--- src/rtl/mem_ctrl_pkg.sv ---
// mem_ctrl_pkg: shared encodings for the ROB-side memory controller.
//   mc_state_e  : controller FSM states
//   mem_width_e : access width encodings carried on the Width port
//   IO_ADDR*_DEF: default backpressured IO addresses
//   width_bytes : byte count for a width code (unused code 11 behaves as word)
package mem_ctrl_pkg;

  typedef enum logic [1:0] {
    MC_IDLE  = 2'd0,
    MC_READ  = 2'd1,
    MC_WRITE = 2'd2,
    MC_DONE  = 2'd3
  } mc_state_e;

  typedef enum logic [1:0] {
    MEM_B = 2'b00,
    MEM_H = 2'b01,
    MEM_W = 2'b10
  } mem_width_e;

  localparam logic [31:0] IO_ADDR0_DEF = 32'h0003_0000;
  localparam logic [31:0] IO_ADDR1_DEF = 32'h0003_0004;

  function automatic logic [2:0] width_bytes(input logic [1:0] w);
    logic [2:0] n;
    if (w == MEM_B)      n = 3'd1;
    else if (w == MEM_H) n = 3'd2;
    else                 n = 3'd4;
    return n;
  endfunction

endpackage

--- src/rtl/mem_ctrl.sv ---
// mem_ctrl: responder side of the ROB memory interface. Takes one load/store
// at a time and serialises it into byte accesses on an 8-bit synchronous
// RAM/IO port, assembling and extending load data.
// Ports:
//   clk, rst            clock, synchronous active-high reset
//   rdy                 global ready; low freezes the block (mem_wr forced 0)
//   clr                 flush; aborts reads, blocks new reads in IDLE
//   RN, WN              read / write request (WN wins)
//   Addr, Wvalue        byte address, store data (low bytes first)
//   Width, Sign         00 byte / 01 half / 10,11 word; sign-extend loads
//   Mem_Success         one-cycle completion pulse
//   Read_Value          load result, valid with Mem_Success
//   mem_din/mem_dout    RAM read / write byte
//   mem_a, mem_wr       RAM byte address, write strobe
//   io_buffer_full      blocks writes to IO_ADDR0 / IO_ADDR1
module mem_ctrl
  import mem_ctrl_pkg::*;
#(
  parameter int unsigned       ADDR_W   = 32,
  parameter logic [ADDR_W-1:0] IO_ADDR0 = ADDR_W'(IO_ADDR0_DEF),
  parameter logic [ADDR_W-1:0] IO_ADDR1 = ADDR_W'(IO_ADDR1_DEF)
) (
  input  logic              clk,
  input  logic              rst,
  input  logic              rdy,
  input  logic              clr,
  input  logic              RN,
  input  logic              WN,
  input  logic [ADDR_W-1:0] Addr,
  input  logic [31:0]       Wvalue,
  input  logic [1:0]        Width,
  input  logic              Sign,
  output logic              Mem_Success,
  output logic [31:0]       Read_Value,
  input  logic [7:0]        mem_din,
  output logic [7:0]        mem_dout,
  output logic [ADDR_W-1:0] mem_a,
  output logic              mem_wr,
  input  logic              io_buffer_full
);

  mc_state_e         state_q, state_d;
  logic [ADDR_W-1:0] base_q, base_d;
  logic [31:0]       wdata_q, wdata_d;
  logic [1:0]        width_q, width_d;
  logic              sign_q, sign_d;
  logic [2:0]        n_q, n_d;          // active edges since accept
  logic [31:0]       data_q, data_d;    // captured load bytes
  logic [7:0]        skid_q, skid_d;
  logic              skid_v_q, skid_v_d;
  logic [ADDR_W-1:0] mem_a_q, mem_a_d;
  logic [7:0]        mem_dout_q, mem_dout_d;
  logic              mem_wr_q, mem_wr_d;
  logic              success_q, success_d;
  logic [31:0]       rval_q, rval_d;

  logic       io_hit, accept_wr, accept_rd;
  logic [2:0] k, k1, j, cap_idx;
  logic [7:0] cap_byte;

  function automatic logic [31:0] extend_load(input logic [31:0] raw,
                                              input logic [1:0]  w,
                                              input logic        sgn);
    logic [31:0] r;
    if (w == MEM_B)      r = {{24{sgn & raw[7]}}, raw[7:0]};
    else if (w == MEM_H) r = {{16{sgn & raw[15]}}, raw[15:0]};
    else                 r = raw;
    return r;
  endfunction

  assign io_hit    = (Addr == IO_ADDR0) || (Addr == IO_ADDR1);
  assign accept_wr = WN && !(io_hit && io_buffer_full);
  assign accept_rd = !WN && RN && !clr;

  assign k       = width_bytes(width_q);
  assign k1      = k + 3'd1;
  assign j       = n_q + 3'd1;
  assign cap_idx = j - 3'd2;
  // After a stall the byte in flight when rdy dropped sits in the skid.
  assign cap_byte = skid_v_q ? skid_q : mem_din;

  // State register
  always_ff @(posedge clk) begin
    if (rst) state_q <= MC_IDLE;
    else     state_q <= state_d;
  end

  // Next-state logic
  always_comb begin
    state_d = state_q;
    if (rdy) begin
      unique case (state_q)
        MC_IDLE: begin
          if (accept_wr)      state_d = MC_WRITE;
          else if (accept_rd) state_d = MC_READ;
        end
        MC_READ: begin
          if (clr)          state_d = MC_IDLE;
          else if (j >= k1) state_d = MC_DONE;
        end
        MC_WRITE: if (j >= k) state_d = MC_DONE;
        MC_DONE:  state_d = MC_IDLE;
        default:  state_d = MC_IDLE;
      endcase
    end
  end

  // Output / datapath next-state logic
  always_comb begin
    base_d     = base_q;
    wdata_d    = wdata_q;
    width_d    = width_q;
    sign_d     = sign_q;
    n_d        = n_q;
    data_d     = data_q;
    skid_d     = skid_q;
    skid_v_d   = skid_v_q;
    mem_a_d    = mem_a_q;
    mem_dout_d = mem_dout_q;
    mem_wr_d   = 1'b0;
    success_d  = 1'b0;
    rval_d     = rval_q;
    if (!rdy) begin
      success_d = success_q;
      // The RAM keeps re-reading the held mem_a during the stall, so the byte
      // due at the next active edge is only on mem_din at the first stall edge.
      if (state_q == MC_READ && !skid_v_q && j >= 3'd2) begin
        skid_d   = mem_din;
        skid_v_d = 1'b1;
      end
    end else begin
      unique case (state_q)
        MC_IDLE: begin
          if (accept_wr || accept_rd) begin
            base_d   = Addr;
            wdata_d  = Wvalue;
            width_d  = Width;
            sign_d   = Sign;
            n_d      = '0;
            data_d   = '0;
            skid_v_d = 1'b0;
            mem_a_d  = Addr;
            if (accept_wr) begin
              mem_dout_d = Wvalue[7:0];
              mem_wr_d   = 1'b1;
            end
          end
        end
        MC_READ: begin
          if (!clr) begin
            n_d = j;
            if (j < k) mem_a_d = base_q + ADDR_W'(j);
            if (j >= 3'd2) begin
              for (int unsigned b = 0; b < 4; b++) begin
                if (cap_idx == 3'(b)) data_d[8*b +: 8] = cap_byte;
              end
              skid_v_d = 1'b0;
            end
            if (j >= k1) begin
              success_d = 1'b1;
              rval_d    = extend_load(data_d, width_q, sign_q);
            end
          end
        end
        MC_WRITE: begin
          n_d = j;
          if (j < k) begin
            mem_a_d = base_q + ADDR_W'(j);
            for (int unsigned b = 0; b < 4; b++) begin
              if (j == 3'(b)) mem_dout_d = wdata_q[8*b +: 8];
            end
            mem_wr_d = 1'b1;
          end else begin
            success_d = 1'b1;
          end
        end
        MC_DONE: ;
        default: ;
      endcase
    end
  end

  always_ff @(posedge clk) begin
    if (rst) begin
      base_q     <= '0;
      wdata_q    <= '0;
      width_q    <= '0;
      sign_q     <= 1'b0;
      n_q        <= '0;
      data_q     <= '0;
      skid_q     <= '0;
      skid_v_q   <= 1'b0;
      mem_a_q    <= '0;
      mem_dout_q <= '0;
      mem_wr_q   <= 1'b0;
      success_q  <= 1'b0;
      rval_q     <= '0;
    end else begin
      base_q     <= base_d;
      wdata_q    <= wdata_d;
      width_q    <= width_d;
      sign_q     <= sign_d;
      n_q        <= n_d;
      data_q     <= data_d;
      skid_q     <= skid_d;
      skid_v_q   <= skid_v_d;
      mem_a_q    <= mem_a_d;
      mem_dout_q <= mem_dout_d;
      mem_wr_q   <= mem_wr_d;
      success_q  <= success_d;
      rval_q     <= rval_d;
    end
  end

  assign Mem_Success = success_q;
  assign Read_Value  = rval_q;
  assign mem_a       = mem_a_q;
  assign mem_dout    = mem_dout_q;
  assign mem_wr      = mem_wr_q;

endmodule

--- config.mk ---
export PLATFORM = sky130hd
export DESIGN_NAME = mem_ctrl
export DESIGN_NICKNAME = d
export VERILOG_FILES = /design/src/rtl/mem_ctrl_pkg.sv /design/src/rtl/mem_ctrl.sv
export SDC_FILE = /design/constraint.sdc
export NUM_CORES = 1
export LEC_CHECK = 0
export CAP_MARGIN = 30
export CORE_UTILIZATION = 55
export CTS_BUF_LIST = sky130_fd_sc_hd__clkbuf_4 sky130_fd_sc_hd__clkbuf_8
export DETAILED_ROUTE_END_ITERATION = 10
export PLACE_DENSITY = 0.83
export SYNTH_ARGS = -nofsm -noshare
export SYNTH_HDL_FRONTEND = slang
export SYNTH_SLANG_ARGS = --single-unit
--- constraint.sdc ---
create_clock -name clk -period 3.6 [get_ports clk]
set_input_delay 0.9 -clock clk [delete_from_list [all_inputs] [get_ports clk]]
set_output_delay 0.9 -clock clk [all_outputs]
set_load 0.02 [all_outputs]
==> impl_metrics.py <==
metrics = {
    "sta": {
        "finalHoldViolCount": 0,
        "min_period_ns": 3.34,
        "setup_tns_ns": 0,
        "fmaxAchievable_mhz": 299,
        "finalSetupViolations": 0,
        "slew_headroom_pct": 43.5,
        "finalClockSkew_ns": 0.00892,
        "maxSlewViolCount": 0,
        "grt_setup_unrepaired": "false",
        "post-route-period-util_pct": 92.9,
        "worst_pin_slew_ns": 0.848,
    },
    "logic_synthesis": {
        "synthArstFlopShare_pct": 0,
        "synth_top_flop_cell": "dfxtp_1",
        "synth.top_cell.area_share_pct": 42.3,
        "synth_fp_nets": 1224,
        "yosys.area.top_type": "dfxtp_1",
        "yosysSeqAreaShare_pct": 42.3,
        "syn_area_per_cell_um2": 7.89,
        "synthTopCellsByArea": "dfxtp_1 (42%), nand2_1 (11%), a21oi_1 (6.3%)",
        "ys_seq_elements": 187,
        "synth_cells": 1123,
        "synth_edf_count": 0,
        "yosys.cell_types.count": 61,
        "synth_warnings": 0,
        "syn_area_um2": 8860,
    },
    "placed_design": {
        "finalWeightedCongestion": 0.832,
        "dp_hpwl_um": 16400,
        "port_buffers": 155,
        "dp.cells": 1443,
    },
    "setup_path": {
        "path_cells": "inv_1 -> ha_1 -> ha_1 -> nor2b_1 -> o21ai_0 -> nand2b_1 -> a2111o_1 -> buf_4 -> or4b_1 -> o211ai_1",
        "r2r-end": "mem_a[31]",
        "crit_slowest_cell": "a2111o_1",
        "path_class": "reg2reg",
        "cp.buffers_inverters": 2,
        "cp_slowest_stage_delay_ns": 0.52,
        "cp-end-kind": "register",
        "crit_top_cell": "ha_1",
        "cp.required_ns": 4.00,
        "r2r_setup_slack_ns": 0.26,
        "cp_max_fo": 7,
        "rr_worst_depth": 10,
        "r2r_start": "n_q[0]",
        "crit_family": "compound AO/OA/AOI/OAI gates",
        "arrival_ns": 3.74,
        "startpoint_type": "register",
    },
    "cells_and_area": {
        "insertedDiodeCount": 0,
        "syn2layout_area_growth_pct": 25.2,
        "final_cell_mix": "nand2_1 (261), dfxtp_1 (187), clkdlybuf4s50_1 (154), a21oi_1 (111), nor2_1 (86)",
        "stdcell_count": 1473,
        "final_common_cell": "nand2_1",
        "n_fill_cell": 1297,
        "drive_gt1_share_pct": 5.81,
        "nNetsFinal": 1347,
    },
    "power_and_ir_drop": {
        "peakVddDrop_v": 0.000262,
        "leakage_nw": 3.77,
        "p_per_area_nw_per_um2": 449,
    },
    "global_routing": {
        "globalRouteTotalUtil_pct": 28.7,
        "grt_pass1_vias": 7923,
        "grt_max_degree": 70,
        "globalRouteOverflowTotal": 0,
        "grt_pass1_wl_um": 38000,
        "antenna_found_initial": 0,
    },
    "worst_hold_path": {
        "min_delay_path_depth": 2,
        "worstHoldEndpoint": "Read_Value[5]",
        "min-delay-start": "Read_Value[5]",
        "hold_path.class": "reg2reg",
    },
    "clocking": {
        "clk_latency_ns": 0.47,
        "clockBufferDepth": 2,
        "ctsHoldBuffers": 0,
        "cts-root-buf": "clkbuf_8",
        "cts_made_buffers": 17,
        "tritoncts": "built",
        "clkTransAtPathRegs_ns": 0.09,
        "cts_max_level": 4,
        "cts.sinks": 187,
    },
    "detailed_routing": {
        "firstDrtPassIters": 5,
        "vias": 8510,
        "drt_iter0_drc": 770,
        "via_per_inst": 5.78,
        "wl_per_cell_um": 16.0,
        "drt-total-wl_um": 23500,
        "route.detailed.drc": 0,
        "postRouteAntennaNets": 0,
    },
    "die": {
        "num_rows": 46,
        "start_util_pct": 56.0,
        "core-area_um2": 15800,
        "fp.dieH_um": 129,
        "pin_count": 156,
        "die-area_um2": 16600,
        "die_w_um": 129,
    },
    "run_status": {
        "outcome": "completed",
    },
    "flow_run": {
        "cap_violations": 0,
    },
}
==> registers in the layout (all words and copies together) (netlist names) <==
signal       count
Mem_Success      1
Read_Value      32
base_q          32
data_q          32
mem_a           32
mem_dout         8
mem_wr           1
n_q              3
sign_q           1
skid_q           8
skid_v_q         1
state_q          2
wdata_q         32
width_q          2
==> tightest hold or removal path: cells and delay by family, from the launching register on <==
kind / cells / cell delay (ns)
DFF: 1 / 0.32
and+or+nand+nor: 1 / 0.05
AOI/OAI and AO/OA: 1 / 0.05
==> area by class of cell <==
type	count	area [um^2]	area share [%]
multi-input cells	844	4800	43.3
flip-flops and latches	187	3740	33.8
repair buffers	180	1790	16.1
clock buffers	22	284	2.56
well taps	216	270	2.44
clock inverters	8	143	1.29
inverters	16	60.1	0.542
==> synthesized netlist by cell type (all sizes together), types with 2 or more instances <==
| master | n |
|---|---|
| nor4 | 6 |
| ha | 18 |
| and3 | 6 |
| nand2b | 10 |
| a21o | 4 |
| nor3b | 8 |
| a2111oi | 3 |
| and4 | 5 |
| nand4b | 2 |
| inv | 15 |
| a211oi | 22 |
| nor4b | 3 |
| o32ai | 8 |
| o31a | 3 |
| o31ai | 2 |
| o21bai | 2 |
| nand4 | 11 |
| nand3b | 4 |
| and2 | 5 |
| a31oi | 9 |
| nand3 | 18 |
| xor2 | 12 |
| o21ai | 57 |
| a31o | 2 |
| o21a | 8 |
| dfxtp | 187 |
| nand2 | 261 |
| buf | 8 |
| xnor2 | 18 |
| o211ai | 34 |
| mux2 | 2 |
| clkbuf | 68 |
| nor2b | 10 |
| o22ai | 8 |
| or3 | 2 |
| or3b | 2 |
| a211o | 19 |
| a21oi | 113 |
| nor3 | 24 |
| nor2 | 86 |
| mux2i | 27 |
==> cell families after synthesis <==
family | Yosys count | share of synthesized area (%)
DFF | 187 | 42.3
AOI/OAI and AO/OA | 301 | 21.6
buffers and inverters | 92 | 4.02
muxes | 29 | 3.35
adders and majority gates | 19 | 2.77
xor gates and xnor gates | 30 | 3.05
and+or+nand+nor | 465 | 23.0
==> repair_timing <==
action	4_1_cts	5_1_grt
endpoints found under the hold margin	0	0
setup endpoints to repair	0	9
resized for setup	0	2
setup buffers	0	0
==> metrics by stage <==
step	worst slack [ns]	power, mW	hold WS (ns)	utilization [%]	area (um^2)
6_report	0.257	4.98	0.452	70.1	11100
5_1_grt	0.0342	5.18	0.472	70.1	11100
4_1_cts	0.147	4.97	0.457	69.9	11100
3_5_place_dp	0.232	3.48	0.437	67.2	10600
3_3_place_gp	0.229	3.45	0.428	67.1	10600
2_1_floorplan	0.566	3.02	0.420	-	8860
==> report_power, final <==
part / internal, mW / total, mW / switching, mW
logic: 0.497 / 1.17 / 0.670
registers: 2.20 / 2.29 / 0.0921
clock network: 0.806 / 1.52 / 0.715
total: 3.50 / 4.98 / 1.48
==> worst max-delay path by stage <==
stage	startpoint	endpoint	slack, ns	depth (start not counted)
2_1_floorplan	n_q[0]	Read_Value[21]	0.57	11
3_3_place_gp	Addr[12]	wdata_q[18]	0.23	9
3_5_place_dp	n_q[0]	mem_dout[5]	0.23	9
4_1_cts	n_q[0]	mem_dout[7]	0.15	9
5_1_grt	n_q[0]	mem_a[31]	0.03	10
6_report	n_q[0]	mem_a[31]	0.26	10
==> layer usage <==
metal	part of all wire (%)	GRT usage [%]	up-vias	routed length, um
li1	-	-	4153	-
met1	44	37.5	3988	10300
met2	47	47.8	330	11000
met3	7.6	4.91	39	1790
met4	1.8	9.97	0	433
met5	0	0	-	0
(Power assumes the default switching activity.)
